**config.mk**
```make
export PLATFORM = sky130hd
export DESIGN_NAME = axilite_read_channel
export DESIGN_NICKNAME = d
export VERILOG_FILES = /design/src/rtl/axilite_read_channel.sv
export SDC_FILE = /design/constraint.sdc
export NUM_CORES = 1
export LEC_CHECK = 0
export ABC_AREA = 1
export CORE_MARGIN = 3
export CORE_UTILIZATION = 39
export CTS_CLUSTER_DIAMETER = 50
export DETAILED_ROUTE_END_ITERATION = 6
export GPL_ROUTABILITY_DRIVEN = 0
export PLACE_DENSITY_LB_ADDON = 0.2
export SYNTH_ARGS = -nofsm -noshare
export SYNTH_HDL_FRONTEND = slang
export SYNTH_SLANG_ARGS = --single-unit
```
**constraint.sdc**
```tcl
create_clock -name clk -period 2.23 [get_ports clk]
set_input_delay 0.446 -clock clk [delete_from_list [all_inputs] [get_ports clk]]
set_output_delay 0.446 -clock clk [all_outputs]
set_load 0.1 [all_outputs]
```
**src/rtl/axilite_read_channel.sv**
```systemverilog
// ---------------------------------------------------------------------------
// axilite_read_channel
//
// AXI4-Lite read-side responder for the coprocessor CSR bank. One read is
// in flight at a time: the AR beat is accepted, the byte address is decoded
// into a word index of the flat register vector, and the selected word is
// returned on R together with a response code. It reads the same regs vector
// as the companion write channel.
//
// Every AXI output comes straight from a flop, so there is no combinational
// path from any AXI input to any AXI output.
//
// Optional feature (compile-time macro AXILITE_RD_STATUS_EN):
//   adds the read-only status port and the STATUS_SIZE parameter. Status
//   words are mapped directly above the CSR words. Without the macro every
//   index at or above NUM_REGS decodes to DECERR.
//
// Parameters
//   DATA_SIZE    width of regs; NUM_REGS = DATA_SIZE / DATA_WIDTH
//   ADDR_SIZE    araddr / rd_index width
//   DATA_WIDTH   rdata width (at least 16 so the byte-offset field is non-empty)
//   STATUS_SIZE  status width (macro builds only)
//
// Response codes: OKAY = 0, SLVERR = 2, DECERR = 3 (EXOKAY = 1 is never
// produced by this responder).
//
// Ports
//   clk       in   rising-edge clock
//   rst       in   asynchronous active-low reset
//   araddr    in   read byte address
//   arvalid   in   address valid
//   arready   out  address ready (registered)
//   rdata     out  read data (registered, held until accepted)
//   rresp     out  read response (registered, held until accepted)
//   rvalid    out  read data valid (registered)
//   rready    in   master accepts read data
//   regs      in   CSR contents, word k = regs[k*DATA_WIDTH +: DATA_WIDTH]
//   status    in   read-only status words (macro builds only)
//   rd_pulse  out  one-cycle pulse the cycle after every accepted read
//   rd_index  out  word index of the most recently accepted read
// ---------------------------------------------------------------------------
module axilite_read_channel #(
  parameter int DATA_SIZE   = 128,
  parameter int ADDR_SIZE   = 32,
`ifdef AXILITE_RD_STATUS_EN
  parameter int STATUS_SIZE = 64,
`endif
  parameter int DATA_WIDTH  = 32
) (
  input  logic                   clk,
  input  logic                   rst,
  input  logic [ADDR_SIZE-1:0]   araddr,
  input  logic                   arvalid,
  output logic                   arready,
  output logic [DATA_WIDTH-1:0]  rdata,
  output logic [1:0]             rresp,
  output logic                   rvalid,
  input  logic                   rready,
  input  logic [DATA_SIZE-1:0]   regs,
`ifdef AXILITE_RD_STATUS_EN
  input  logic [STATUS_SIZE-1:0] status,
`endif
  output logic                   rd_pulse,
  output logic [ADDR_SIZE-1:0]   rd_index
);

  localparam int NUM_REGS   = DATA_SIZE / DATA_WIDTH;
  localparam int WORD_SHIFT = $clog2(DATA_WIDTH / 8);
`ifdef AXILITE_RD_STATUS_EN
  localparam int NUM_STATUS = STATUS_SIZE / DATA_WIDTH;
`endif

  localparam logic [1:0] RESP_OKAY   = 2'd0;
  localparam logic [1:0] RESP_SLVERR = 2'd2;
  localparam logic [1:0] RESP_DECERR = 2'd3;

  typedef enum logic [1:0] {
    ST_IDLE_WAIT = 2'd0,
    ST_IDLE      = 2'd1,
    ST_RESP      = 2'd2
  } state_e;

  state_e                  state_r;
  state_e                  state_nxt_s;

  logic                    arready_r;
  logic                    arready_nxt_s;
  logic                    rvalid_r;
  logic                    rvalid_nxt_s;
  logic [DATA_WIDTH-1:0]   rdata_r;
  logic [DATA_WIDTH-1:0]   rdata_nxt_s;
  logic [1:0]              rresp_r;
  logic [1:0]              rresp_nxt_s;
  logic                    rd_pulse_r;
  logic                    rd_pulse_nxt_s;
  logic [ADDR_SIZE-1:0]    rd_index_r;
  logic [ADDR_SIZE-1:0]    rd_index_nxt_s;

  logic [ADDR_SIZE-1:0]    dec_idx_s;
  logic [DATA_WIDTH-1:0]   dec_data_s;
  logic [1:0]              dec_resp_s;

  // Decode the presented address into word index, read data and response.
  // The index is compared at full address width so that high address bits
  // can never alias onto a valid word.
  always_comb begin
    dec_idx_s  = araddr >> WORD_SHIFT;
    dec_data_s = {DATA_WIDTH{1'b0}};
    dec_resp_s = RESP_DECERR;
    if (araddr[WORD_SHIFT-1:0] != {WORD_SHIFT{1'b0}}) begin
      dec_resp_s = RESP_SLVERR;
    end else if (dec_idx_s < ADDR_SIZE'(NUM_REGS)) begin
      dec_resp_s = RESP_OKAY;
      // One-hot AND-OR mux keeps the word select free of priority logic.
      for (int k = 0; k < NUM_REGS; k++) begin
        dec_data_s = dec_data_s |
                     ({DATA_WIDTH{dec_idx_s == ADDR_SIZE'(k)}} &
                      regs[k*DATA_WIDTH +: DATA_WIDTH]);
      end
`ifdef AXILITE_RD_STATUS_EN
    end else if (dec_idx_s < ADDR_SIZE'(NUM_REGS + NUM_STATUS)) begin
      dec_resp_s = RESP_OKAY;
      for (int k = 0; k < NUM_STATUS; k++) begin
        dec_data_s = dec_data_s |
                     ({DATA_WIDTH{dec_idx_s == ADDR_SIZE'(NUM_REGS + k)}} &
                      status[k*DATA_WIDTH +: DATA_WIDTH]);
      end
`endif
    end else begin
      dec_resp_s = RESP_DECERR;
    end
  end

  // Next-state and next-output logic of the read FSM.
  always_comb begin
    state_nxt_s    = state_r;
    arready_nxt_s  = arready_r;
    rvalid_nxt_s   = rvalid_r;
    rdata_nxt_s    = rdata_r;
    rresp_nxt_s    = rresp_r;
    rd_pulse_nxt_s = 1'b0;
    rd_index_nxt_s = rd_index_r;
    case (state_r)
      ST_IDLE_WAIT: begin
        // One settling cycle after reset before AR is offered.
        state_nxt_s   = ST_IDLE;
        arready_nxt_s = 1'b1;
      end
      ST_IDLE: begin
        if (arvalid && arready_r) begin
          // regs is sampled here; later changes do not affect this beat.
          state_nxt_s    = ST_RESP;
          arready_nxt_s  = 1'b0;
          rvalid_nxt_s   = 1'b1;
          rdata_nxt_s    = dec_data_s;
          rresp_nxt_s    = dec_resp_s;
          rd_pulse_nxt_s = 1'b1;
          rd_index_nxt_s = dec_idx_s;
        end else begin
          arready_nxt_s = 1'b1;
        end
      end
      ST_RESP: begin
        if (rvalid_r && rready) begin
          state_nxt_s   = ST_IDLE;
          rvalid_nxt_s  = 1'b0;
          arready_nxt_s = 1'b1;
        end else begin
          rvalid_nxt_s  = 1'b1;
          arready_nxt_s = 1'b0;
        end
      end
      default: begin
        // Unreachable encoding: recover through the post-reset path.
        state_nxt_s   = ST_IDLE_WAIT;
        arready_nxt_s = 1'b0;
        rvalid_nxt_s  = 1'b0;
      end
    endcase
  end

  // FSM state and registered outputs; reset discards any pending read.
  always_ff @(posedge clk or negedge rst) begin
    if (!rst) begin
      state_r    <= ST_IDLE_WAIT;
      arready_r  <= 1'b0;
      rvalid_r   <= 1'b0;
      rdata_r    <= {DATA_WIDTH{1'b0}};
      rresp_r    <= RESP_OKAY;
      rd_pulse_r <= 1'b0;
      rd_index_r <= {ADDR_SIZE{1'b0}};
    end else begin
      state_r    <= state_nxt_s;
      arready_r  <= arready_nxt_s;
      rvalid_r   <= rvalid_nxt_s;
      rdata_r    <= rdata_nxt_s;
      rresp_r    <= rresp_nxt_s;
      rd_pulse_r <= rd_pulse_nxt_s;
      rd_index_r <= rd_index_nxt_s;
    end
  end

  assign arready  = arready_r;
  assign rvalid   = rvalid_r;
  assign rdata    = rdata_r;
  assign rresp    = rresp_r;
  assign rd_pulse = rd_pulse_r;
  assign rd_index = rd_index_r;

endmodule

```
---- Word level (Yosys, flattened, before mapping) ----
Index checks and enable logic that the tools add are counted.
cells by class
  reduce and logical (&&, ||, !) cells .... 8
  equality and inequality tests ........... 7
  magnitude comparators ................... 1
  bitwise gates (word level) .............. 8
  mux-type cells .......................... 15
operators by type and width
  cell                   count
  $and A32 B32 Y32       4
  $or A32 B32 Y32        3
  $mux W32               2
  $eq A30 B2 Y1 const B  2
  $logic_not A32 Y1      1
  $eq A30 B1 Y1 const B  1
  $lt A30 B3 Y1 const B  1
  $mux W2                4
  $mux W1                6
  $pmux W1 S3            2
  $pmux W2 S3            1
  $reduce_and A2 Y1      3
  $ne A2 B2 Y1 const B   2
  $eq A2 B1 Y1 const B   1
  $eq A2 B2 Y1 const B   1
  $logic_and A1 B1 Y1    2
  $logic_not A2 Y1       1
  $reduce_bool A2 Y1     1
  $not A1 Y1             1
word-level totals
  logic and storage cells ................. 46
  input port bits ......................... 164
  output and inout port bits .............. 69
  bits in registers ....................... 69

---- Logic depth before layout (Yosys ltp) ----
Gate-level depths: netlist of run 1.
  word-level depth ........................ 7
  depth in mapped cells ................... 11
  gate-level depth less buffers ........... 9

---- Least setup slack after synthesis of run 1 ----
No wires, ideal clock.
  path type ............................... reg-to-reg
  start ................................... register arready_r (netlist: arready)
  end ..................................... register rdata_r[17] (netlist: rdata[17])
  stages on the path, launching flop included .. 8
  path buffers ............................ 2
  setup time .............................. 0.120 ns
  data required time ...................... 2.110 ns
  setup slack ............................. 0.191 ns
  data arrival time ....................... 1.918 ns
  period minus slack after synthesis ...... 2.039 ns
  path through ............................ dfrtp_1 nand2_1 nor2_2 inv_2 buf_2 buf_2 nand2_1 nand2_1
between the ends
  cells in the longest elaborated chain, start to end .. 2
RTL lines
  element                             RTL line  source
  start: declaration                  86        logic arready_r;
  start signal: assignment            194       arready_r <= arready_nxt_s;
  $logic_and A1 B1 Y1                 150       if (arvalid && arready_r) begin
  $reduce_and A2 Y1 (no source line)  n/a
  end signal: assignment              188       rdata_r <= {DATA_WIDTH{1'b0}};
  end signal: assignment              196       rdata_r <= rdata_nxt_s;
  end: declaration                    90        logic [DATA_WIDTH-1:0] rdata_r;
No other way between the ends.
A chain may end at the register's enable or synchronous reset.

---- Worst setup path in the final report of run 1 ----
  start ................................... input araddr[19]
  end ..................................... register rdata_r[24] (netlist: rdata[24])
between the ends
  cells in the longest elaborated chain, start to end .. 7
  elaborated cells between the ends (all ways) .. 14
  classes of those cells .................. order compare: 1; eq/ne: 3; mux: 2; bitwise: 7; reduce/logical: 1
RTL lines
  element                                                RTL line  source
  start: declaration                                     52        input logic [ADDR_SIZE-1:0] araddr,
  branches (longest 5 deep; another with $lt A30 B3 Y1)  n/a
  $mux W32 (*)                                           112       end else if (dec_idx_s < ADDR_SIZE'(NUM_REGS)) begin
  $mux W32 (*)                                           110       if (araddr[WORD_SHIFT-1:0] != {WORD_SHIFT{1'b0}}) begin
Every way passes the cells marked *.

==> flow_metrics.env, run 1 <==
export IMPL_final_cells=914
export IMPL_max_stage_delay_ps=400
export IMPL_ys_async_sr_fraction_pct=100
export IMPL_synth_top_family_by_area="simple AND/OR/NAND/NOR gates"
export IMPL_crit_buf_inv=3
export IMPL_regArea_um2=1730
export IMPL_drcViolationCount=0
export IMPL_cts_max_path_buffers=2
export IMPL_reg2reg_setup_slack_ps=590
export IMPL_reg2reg_from="state_r[1]$_DFFE_PN0P_"
export IMPL_grtUsageTotal_pct=23.2
export IMPL_synth_edff_count=0
export IMPL_cts_setup_buffers=0
export IMPL_die_area_um2=11500
export IMPL_grt_pass1_wl_mm=21.3
export IMPL_grt_ovfl_total=0
export IMPL_critical_path_slowest_cell="clkdlybuf4s50_1"
export IMPL_power_density_nw_per_um2=940
export IMPL_syn_inst=564
export IMPL_multiInputGateArea_um2=1940
export IMPL_synthTopCellsByArea="dfrtp_1 (43%), nand2_1 (19%), nand3_1 (16%), o21ai_1 (4.0%), o21ai_0 (3.4%)"
export IMPL_ys_warn_count=0
export IMPL_synth_xor_area_share_pct=0
export IMPL_ys_seq_area_share_pct=43.0
export IMPL_cts_tree="yes"
export IMPL_fillers=870
export IMPL_hold_path_class="in -> async"
export IMPL_yosysUniqueCellTypes=21
export IMPL_first_pass_iters=5
export IMPL_cts_buffers=9
export IMPL_grt_pass1_vias=4365
export IMPL_crit_path_frequent_cell="nand2_1"
export IMPL_gr_max_usage_layer="met2"
export IMPL_grt_max_degree=81
export IMPL_ys_ff_latch=69
export IMPL_synth_ff_type="dfrtp_1"
export IMPL_arrival_ps=2060
export IMPL_synth_compound_area_share_pct=7.79
export IMPL_dpl_hpwl_mm=10.1
export IMPL_yosysTopAreaCell="dfrtp_1"
export IMPL_io_pins=233
export IMPL_critPathMaxFanout=33
export IMPL_syn_to_final_growth_pct=61.6
export IMPL_htree_levels=3
export IMPL_cts_resized=0
export IMPL_synth_area_um2=4010
export IMPL_hold_buffers=0
export IMPL_setup_viol=0
export IMPL_die_w_um=107
export IMPL_synth_top_area_share_pct=43.0
export IMPL_use_met1_pct=28.2
export IMPL_drt_wirelength_per_cell_um=14.7
export IMPL_required_ps=2510
export IMPL_use_met3_pct=6.30
export IMPL_cap_viol_max_count=0
export IMPL_tns_ps=0
export IMPL_path_cells="clkdlybuf4s50_1 > inv_1 > nand2_1 > nor2_1 > nand2_1 > nor2_4 > nand4_1 > nor2_4 > buf_12 > o21ai_1 > nand2_1"
export IMPL_slew_violations=0
export IMPL_layout_min_cycle_time_ps=1780
export IMPL_rsz0062_at_grt="no"
export IMPL_portBuffers=230
export IMPL_drive_gt1_share_pct=13.7
export IMPL_die_y_um=107
export IMPL_wirelength_mm=13.4
export IMPL_worstSetupPathType="in -> reg"
export IMPL_placementRows=36
export IMPL_cts_root_buf="clkbuf_8"
export IMPL_start_kind="primary input"
export IMPL_vias=4517
export IMPL_synth_area_per_cell_um2=7.12
export IMPL_p_leak_nw=3.32
export IMPL_antenna_found_initial=0
export IMPL_core_area_um2=9910
export IMPL_placedCellCount=899
export IMPL_peakVddDrop_mv=0.932
export IMPL_worst_r2r_cell_count=8
export IMPL_fin_skew_ps=15.8
export IMPL_antenna_cells=0
export IMPL_post_synth_fa_ha_maj_area_fraction_pct=1.25
export IMPL_fmax_mhz=562
export IMPL_drtIter0Drc=299
export IMPL_finalCritPeriodShare_pct=79.7
export IMPL_final_hold_violation_count=0
export IMPL_synth_most_common_cell="nand2_1"
export IMPL_nNetsFinal=945
export IMPL_synthSimpleGateAreaFrac_pct=38.9
export IMPL_start_util_pct=40.5
export IMPL_synth_mux_area_share_pct=0
export IMPL_gr_usage_met2_pct=41.2
export IMPL_status="complete, no violations"
export IMPL_rr_endpoint="rd_index[23]$_DFFE_PN0P_"
export IMPL_cp_end_kind="flop"
export IMPL_viasPerCell=4.94
export IMPL_cts_clk_slew_worst_paths_ps=80
export IMPL_yosys_top_cells_count="nand2_1 (199), nand3_1 (132), dfrtp_1 (69), o21ai_1 (32), inv_1 (29)"
export IMPL_antenna_left=0
export IMPL_cp_top_family="simple AND/OR/NAND/NOR gates"
export IMPL_clock_latency_ps=350
export IMPL_cts_sinks=69
[area by class of cell]
cell class / count / area share (%)
clock buffers: 10 / 2.12
clock inverters: 5 / 0.926
inverters: 31 / 1.79
multi-input cells: 425 / 29.9
flip-flops and latches: 69 / 26.6
well taps: 133 / 2.57
repair buffers: 241 / 36.1
[registers in the layout, indices dropped and copies added (netlist names)]
| name | flops |
|---|---|
| rd_index | 30 |
| arready | 1 |
| rdata | 32 |
| rd_pulse | 1 |
| state_r | 2 |
| rvalid | 1 |
| rresp | 2 |
[worst register-to-register path, stage by stage (launching register included)]
cell	delay [ps]
dfrtp_1	440
inv_1	110
ha_1	160
inv_2	60
nor2_2	180
inv_2	200
buf_12	230
nand2_1	70
o21ai_0	70
[placed cells by master (no fill, tap or decap), drive strengths merged, types with 4 or more instances in the layout]
| cell | synthesis | final |
|---|---|---|
| clkbuf | 6 | 10 |
| inv | 31 | 32 |
| buf | 34 | 79 |
| nand2 | 200 | 200 |
| dfrtp | 69 | 69 |
| nor2 | 22 | 22 |
| o21ai | 59 | 59 |
| nand3 | 132 | 132 |
| clkdlybuf4s50 | 0 | 162 |
| ha | 4 | 4 |
[worst max path at each step]
stage	start	end	slack (ps)	cells after the start
2_1_floorplan	arready$_DFF_PN0_	rdata[17]$_DFFE_PN0P_	190	7
3_3_place_gp	araddr[20]	rdata[2]$_DFFE_PN0P_	130	11
3_5_place_dp	araddr[19]	rdata[24]$_DFFE_PN0P_	80	11
4_1_cts	araddr[19]	rdata[24]$_DFFE_PN0P_	440	11
5_1_grt	araddr[19]	rdata[15]$_DFFE_PN0P_	290	11
6_report	araddr[19]	rdata[24]$_DFFE_PN0P_	450	11
[through the flow]
step | setup WS (ps) | power (mW) | hold WS (ps) | util (%) | cell area, µm²
final | 452 | 6.10 | 13.2 | 65.4 | 6480
after floorplan | 191 | 4.12 | 150 | - | 4020
after global routing | 291 | 6.39 | 16.6 | 65.4 | 6480
after detailed placement | 75.5 | 5.11 | 407 | 63.4 | 6290
after global placement | 131 | 5.05 | 401 | 63.4 | 6290
after CTS | 436 | 6.14 | 22.3 | 65.4 | 6480
[cells by family after synthesis]
family,after synthesis
compound gates,62
fa+ha+maj,4
buf+inv,71
flops,69
other cells,1
simple gates,357
[report_power, final]
group	switching [mW]	internal [mW]	total [mW]	leakage, nW
Clock	0.482	0.545	1.03	0.0987
Sequential	0.164	1.54	1.70	0.911
Combinational	2.56	0.811	3.37	2.31
Total	3.20	2.89	6.10	3.32
[routing by layer]
metal / vias up / wire length, µm / share of wire (%)
li1: 2255 / - / -
met4: 0 / 182 / 1.4
met5: - / 0 / 0
met2: 179 / 6920 / 52
met1: 2067 / 5250 / 39
met3: 16 / 1050 / 7.8
No activity file was read; power rests on OpenSTA's default activity.
==> run 2: changes to the inputs <==
--- a/config.mk
+++ b/config.mk
@@ -7,7 +7,7 @@
 export LEC_CHECK = 0
 export ABC_AREA = 1
 export CORE_MARGIN = 3
-export CORE_UTILIZATION = 39
+export CORE_UTILIZATION = 35
 export CTS_CLUSTER_DIAMETER = 50
 export DETAILED_ROUTE_END_ITERATION = 6
 export GPL_ROUTABILITY_DRIVEN = 0
==> constraint.sdc (replaced) <==
create_clock -name clk -period 1.5 [get_ports clk]
set_input_delay 0.3 -clock clk [delete_from_list [all_inputs] [get_ports clk]]
set_output_delay 0.3 -clock clk [all_outputs]
set_load 0.1 [all_outputs]
==> run 2 against run 1 <==
Compared with the run above:
- critical path depth down 1
- wire length up 23%
- clock power up 100%
- final area up 26%
- critical path type is now reg -> reg
- sequential share of layout area down 5.4 points
- total power up 82%
- non-clock buffer count up 49
- via count up 9.6%
- sequential cell count unchanged
- worst hold slack better by 210 ps
- first-iteration DRC count up 26%
- sequential power up 64%
==> flow_metrics.env, run 2 (synthesis gave the netlist of run 1 again) <==
export IMPL_status="complete, no violations"
export IMPL_dpl_hpwl_mm=11.1
export IMPL_fillers=812
export IMPL_die_area_um2=12800
export IMPL_place_area_um2=7250
export IMPL_layout_common_cells="nand2_1 (187), clkdlybuf4s50_1 (132), nand3_1 (129), buf_12 (81), dfrtp_1 (68)"
export IMPL_hold_path_class="in -> reg"
export IMPL_die_w_um=113
export IMPL_grt_max_degree=46
export IMPL_die_y_um=113
export IMPL_p_leak_nw=3.98
export IMPL_postLayoutCellArea_um2=8160
export IMPL_viasPerCell=5.09
export IMPL_final_hold_violation_count=0
export IMPL_required_ps=1760
export IMPL_drtIter0Drc=377
export IMPL_placementRows=38
export IMPL_worstSetupPathType="reg -> reg"
export IMPL_grt_pass1_vias=4949
export IMPL_cts_root_buf="clkbuf_16"
export IMPL_antenna_left=0
export IMPL_rsz0062_at_grt="yes"
export IMPL_grtUsageTotal_pct=23.7
export IMPL_htree_levels=3
export IMPL_final_common_cell="nand2_1"
export IMPL_io_pins=233
export IMPL_peakVddDrop_mv=1.60
export IMPL_fmax_mhz=685
export IMPL_clock_latency_ps=330
export IMPL_setup_viol=0
export IMPL_cts_sinks=69
export IMPL_syn_to_final_growth_pct=103
export IMPL_final_util_pct=73.9
export IMPL_critPathMaxFanout=6
export IMPL_cts_tree="yes"
export IMPL_regArea_um2=1730
export IMPL_layout_min_cycle_time_ps=1460
export IMPL_cp_end_kind="flop"
export IMPL_grt_pass1_wl_mm=24.5
export IMPL_first_pass_iters=5
export IMPL_grt_ovfl_total=0
export IMPL_largest_reg_flops=32
export IMPL_fin_hold_ws_ps=223
export IMPL_core_area_um2=11000
export IMPL_p_total_mw=11.1
export IMPL_drcViolationCount=0
export IMPL_arrival_ps=1720
export IMPL_drive_gt1_share_pct=26.0
export IMPL_vias=4950
export IMPL_start_kind="flop"
export IMPL_slew_violations=0
export IMPL_portBuffers=230
export IMPL_power_density_nw_per_um2=1360
export IMPL_cts_buffers=9
export IMPL_multiInputGateArea_um2=2120
export IMPL_cap_viol_max_count=0
export IMPL_start_util_pct=36.4
export IMPL_finalCritPeriodShare_pct=97.3
export IMPL_fin_skew_ps=9.74
export IMPL_cts_clk_slew_worst_paths_ps=70
export IMPL_final_cells=972
export IMPL_placedCellCount=919
export IMPL_drt_wirelength_per_cell_um=16.9
export IMPL_wirelength_mm=16.4
export IMPL_cts_max_path_buffers=2
export IMPL_nNetsFinal=994
export IMPL_antenna_found_initial=1
[run 2: changes by cell type in the layout (fill, tap and decap cells not counted), sizes merged, moves of 2 or more]
cell           change
buf               +43
clkdlybuf4s50     -30
dlygate4sd2       +15
clkbuf            +12
dlymetal6s2s       +5
clkdlybuf4s15      +3
inv                +3
clkinv             -2
[run 2: repair_timing]
action | 4_1_cts | 5_1_grt
pin swaps | 5 | 40
hold endpoints to repair | 28 | 0
gates resized for setup | 61 | 60
hold buffers | 1 | 0
setup endpoints to repair | 33 | 39
buffers inserted | 22 | 4
cloned | 3 | 7
[run 2: power by group]
part	switching [mW]	leakage [nW]	internal [mW]
Combinational	3.91	2.93	2.31
Sequential	0.476	0.910	2.30
Clock	0.879	0.138	1.19
[run 2: per-layer routing]
metal	track usage, %	share of wire, %
met2	41.9	52
met1	27.7	37
met4	8.65	2.9
met5	0	0
met3	6.04	7.8
[run 2: path summary, 6_finish.rpt]
check                                          from                  endpoint  slack [ps]  cells past startpoint
min in group asynchronous                       rst     rdata[18]$_DFFE_PN0P_         450                      2
max                          state_r[1]$_DFFE_PN0P_      rdata[4]$_DFFE_PN0P_          40                     10
min                                      araddr[20]  rd_index[18]$_DFFE_PN0P_         220                      3
max reg2reg                  state_r[1]$_DFFE_PN0P_      rdata[4]$_DFFE_PN0P_          40                     10
min reg2reg                rd_index[27]$_DFFE_PN0P_  rd_index[27]$_DFFE_PN0P_         540                      2
max in group asynchronous                       rst   rd_index[6]$_DFFE_PN0P_         480                      3
[run 2: critical path, cell delays in order (launching register included)]
cell	delay, ps
dfrtp_1	390
inv_2	80
ha_4	130
inv_4	40
nor2_4	120
nand2_2	80
nor2_4	110
buf_12	150
clkbuf_16	150
o21ai_1	60
nand2_1	60
[run 2: per-stage QoR]
step           TNS, ps  worst slack, ps
4_1_cts           -270            -38.4
2_1_floorplan        0             8.39
3_3_place_gp    -17850             -468
3_5_place_dp    -19590             -510
5_1_grt           -241            -30.4
6_report             0             40.9
[run 2: final cells by class]
| cell class | count | area share [%] |
|---|---|---|
| Antenna cell | 1 | 0.0307 |
| Inverter | 31 | 1.49 |
| Timing Repair Buffer | 290 | 45.6 |
| Clock inverter | 6 | 0.644 |
| Multi-Input combinational cell | 425 | 26.0 |
| Tap cell | 140 | 2.15 |
| Clock buffer | 10 | 2.93 |
| Sequential cell | 69 | 21.2 |
==> run 3: changes to the inputs <==
--- a/config.mk
+++ b/config.mk
@@ -6,7 +6,6 @@
 export NUM_CORES = 1
 export LEC_CHECK = 0
 export ABC_AREA = 1
-export CORE_MARGIN = 3
 export CORE_UTILIZATION = 35
 export CTS_CLUSTER_DIAMETER = 50
 export DETAILED_ROUTE_END_ITERATION = 6
==> constraint.sdc (replaced) <==
create_clock -name clk -period 1.5 [get_ports clk]
set_input_delay 0.15 -clock clk [delete_from_list [all_inputs] [get_ports clk]]
set_output_delay 0.15 -clock clk [all_outputs]
set_load 0.02 [all_outputs]
==> run 3 against run 2 <==
Compared with the run above:
- via count shrank 2.5%
- critical path type is now reg -> out
- largest cell class unchanged
- die area decreased by 6.9%
- combinational power down 52%
- count of clock-buffer cells in the layout grew 1
- maximum frequency decreased by 0.76%
- sequential cell count did not move
- clock skew is 1.8 ps lower
- total power down 33%
- first-iteration DRC count up 2.9%
- clock power decreased by 5%
- non-clock buffer count down 15
- final cell count is 1.6% lower
- highest routed layer unchanged
==> flow_metrics.env, run 3 (synthesis gave the netlist of run 1 again) <==
export IMPL_status="complete, no violations"
export IMPL_clock_latency_ps=340
export IMPL_setup_ws_ps=29.8
export IMPL_fillers=909
export IMPL_worstSetupPathType="reg -> out"
export IMPL_placedCellCount=923
export IMPL_antenna_found_initial=0
export IMPL_syn_to_final_growth_pct=82.6
export IMPL_arrival_ps=1320
export IMPL_layout_min_cycle_time_ps=1470
export IMPL_final_common_cell="clkdlybuf4s50_1"
export IMPL_io_pins=233
export IMPL_path_depth=1
export IMPL_cts_buffers=9
export IMPL_required_ps=1350
export IMPL_nNetsFinal=979
export IMPL_final_hold_violation_count=0
export IMPL_crit_buf_inv=1
export IMPL_viasPerCell=5.05
export IMPL_portBuffers=230
export IMPL_start_kind="flop"
export IMPL_p_leak_nw=3.86
export IMPL_drtIter0Drc=388
export IMPL_vias=4824
export IMPL_place_area_um2=6610
export IMPL_grt_pass1_vias=4397
export IMPL_cts_clk_slew_worst_paths_ps=60
export IMPL_grt_ovfl_total=0
export IMPL_cap_viol_max_count=0
export IMPL_fin_hold_ws_ps=64.0
export IMPL_drcViolationCount=0
export IMPL_start_util_pct=36.5
export IMPL_antenna_left=0
export IMPL_die_area_um2=11900
export IMPL_htree_levels=3
export IMPL_grtUsageTotal_pct=22.8
export IMPL_layout_common_cells="clkdlybuf4s50_1 (201), nand2_1 (197), nand3_1 (131), dfrtp_1 (69), o21ai_1 (29)"
export IMPL_power_density_nw_per_um2=1020
export IMPL_cp_end_kind="primary output"
export IMPL_cts_sinks=69
export IMPL_placementRows=38
export IMPL_hold_path_class="in -> reg"
export IMPL_finalCritPeriodShare_pct=98.0
export IMPL_largest_reg_flops=32
export IMPL_first_pass_iters=5
export IMPL_final_util_pct=66.7
export IMPL_final_cells=956
export IMPL_p_total_mw=7.46
export IMPL_die_w_um=109
export IMPL_slew_violations=0
export IMPL_fin_skew_ps=7.91
export IMPL_worst_r2r_cell_count=10
export IMPL_cts_root_buf="clkbuf_16"
export IMPL_path_cells="clkdlybuf4s50_1"
export IMPL_max_stage_delay_ps=640
export IMPL_wirelength_mm=15.0
export IMPL_cp_top_family="buffers and inverters"
export IMPL_die_y_um=109
export IMPL_holdPathStages=3
export IMPL_drive_gt1_share_pct=10.9
export IMPL_grt_pass1_wl_mm=20.7
export IMPL_setup_viol=0
export IMPL_critical_path_slowest_cell="clkdlybuf4s50_1"
export IMPL_critPathMaxFanout=2
export IMPL_grt_max_degree=70
export IMPL_cts_max_path_buffers=2
export IMPL_fmax_mhz=680
export IMPL_postLayoutCellArea_um2=7330
export IMPL_dp_slack_ps=-300
export IMPL_core_area_um2=11000
export IMPL_drt_wirelength_per_cell_um=15.7
export IMPL_peakVddDrop_mv=0.919
export IMPL_dpl_hpwl_mm=10.1
export IMPL_cts_tree="yes"
export IMPL_antenna_cells=0
export IMPL_tns_ps=0
## run 3: changes by cell type in the layout (fill, tap and decap cells not counted), sizes merged
| cell | before | now |
|---|---|---|
| buf | 122 | 38 |
| clkdlybuf4s50 | 132 | 201 |
| dlymetal6s2s | 5 | 27 |
| dlygate4sd2 | 15 | 1 |
| clkinv | 0 | 5 |
| clkbuf | 22 | 18 |
| inv | 35 | 31 |
| clkdlybuf4s15 | 3 | 0 |
| clkinvlp | 2 | 0 |
| diode | 1 | 0 |
## run 3: timing repair
action / 4_1_cts / 5_1_grt
setup endpoints to repair: 11 / 77
setup buffers: 0 / 8
gates resized for setup: 2 / 59
hold buffers: 1 / 0
endpoints found under the hold margin: 69 / 0
gates cloned: 0 / 9
pin swaps: 0 / 19
## run 3: final cells by class
| type | count | area (µm²) | share of cell area [%] |
|---|---|---|---|
| Timing Repair Buffer | 275 | 3010 | 41.1 |
| Multi-Input combinational cell | 425 | 2020 | 27.5 |
| Sequential cell | 69 | 1730 | 23.6 |
| Clock buffer | 11 | 243 | 3.31 |
| Tap cell | 140 | 175 | 2.39 |
| Inverter | 31 | 119 | 1.62 |
| Clock inverter | 5 | 36.3 | 0.495 |
## run 3: layer usage
layer / part of all wire (%) / global-route usage, % / routed length (µm)
met5: 0 / 0 / 0
met1: 39 / 25.6 / 5840
met3: 7.0 / 5.80 / 1060
met2: 52 / 40.4 / 7830
met4: 2.1 / 10.2 / 319
## run 3: path summary, 6_finish.rpt
path | startpoint | to | slack (ps)
hold reg to reg | rd_index[27]$_DFFE_PN0P_ | rd_index[27]$_DFFE_PN0P_ | 470
min in group asynchronous | rst | rd_index[8]$_DFFE_PN0P_ | 350
setup reg to reg | state_r[1]$_DFFE_PN0P_ | rdata[19]$_DFFE_PN0P_ | 40
setup / recovery | rd_index[28]$_DFFE_PN0P_ | rd_index[28] | 30
max in group asynchronous | rst | rdata[30]$_DFFE_PN0P_ | 830
hold / removal | araddr[29] | rd_index[27]$_DFFE_PN0P_ | 60
## run 3: report_power, final
part | total, mW | switching [mW] | internal [mW]
Combinational | 2.97 | 1.47 | 1.50
Sequential | 2.53 | 0.239 | 2.29
Clock | 1.96 | 0.796 | 1.17
Total | 7.46 | 2.51 | 4.95
## run 3: worst register-to-register path, delay by kind of cell, from the launching register on
| family | cells | cell delay (ps) |
|---|---|---|
| buffers and inverters | 4 | 410 |
| flip-flops | 1 | 400 |
| AND/OR/NAND/NOR | 4 | 390 |
| adder cells (fa/ha/maj) | 1 | 120 |
| AO/OA/AOI/OAI | 1 | 90 |
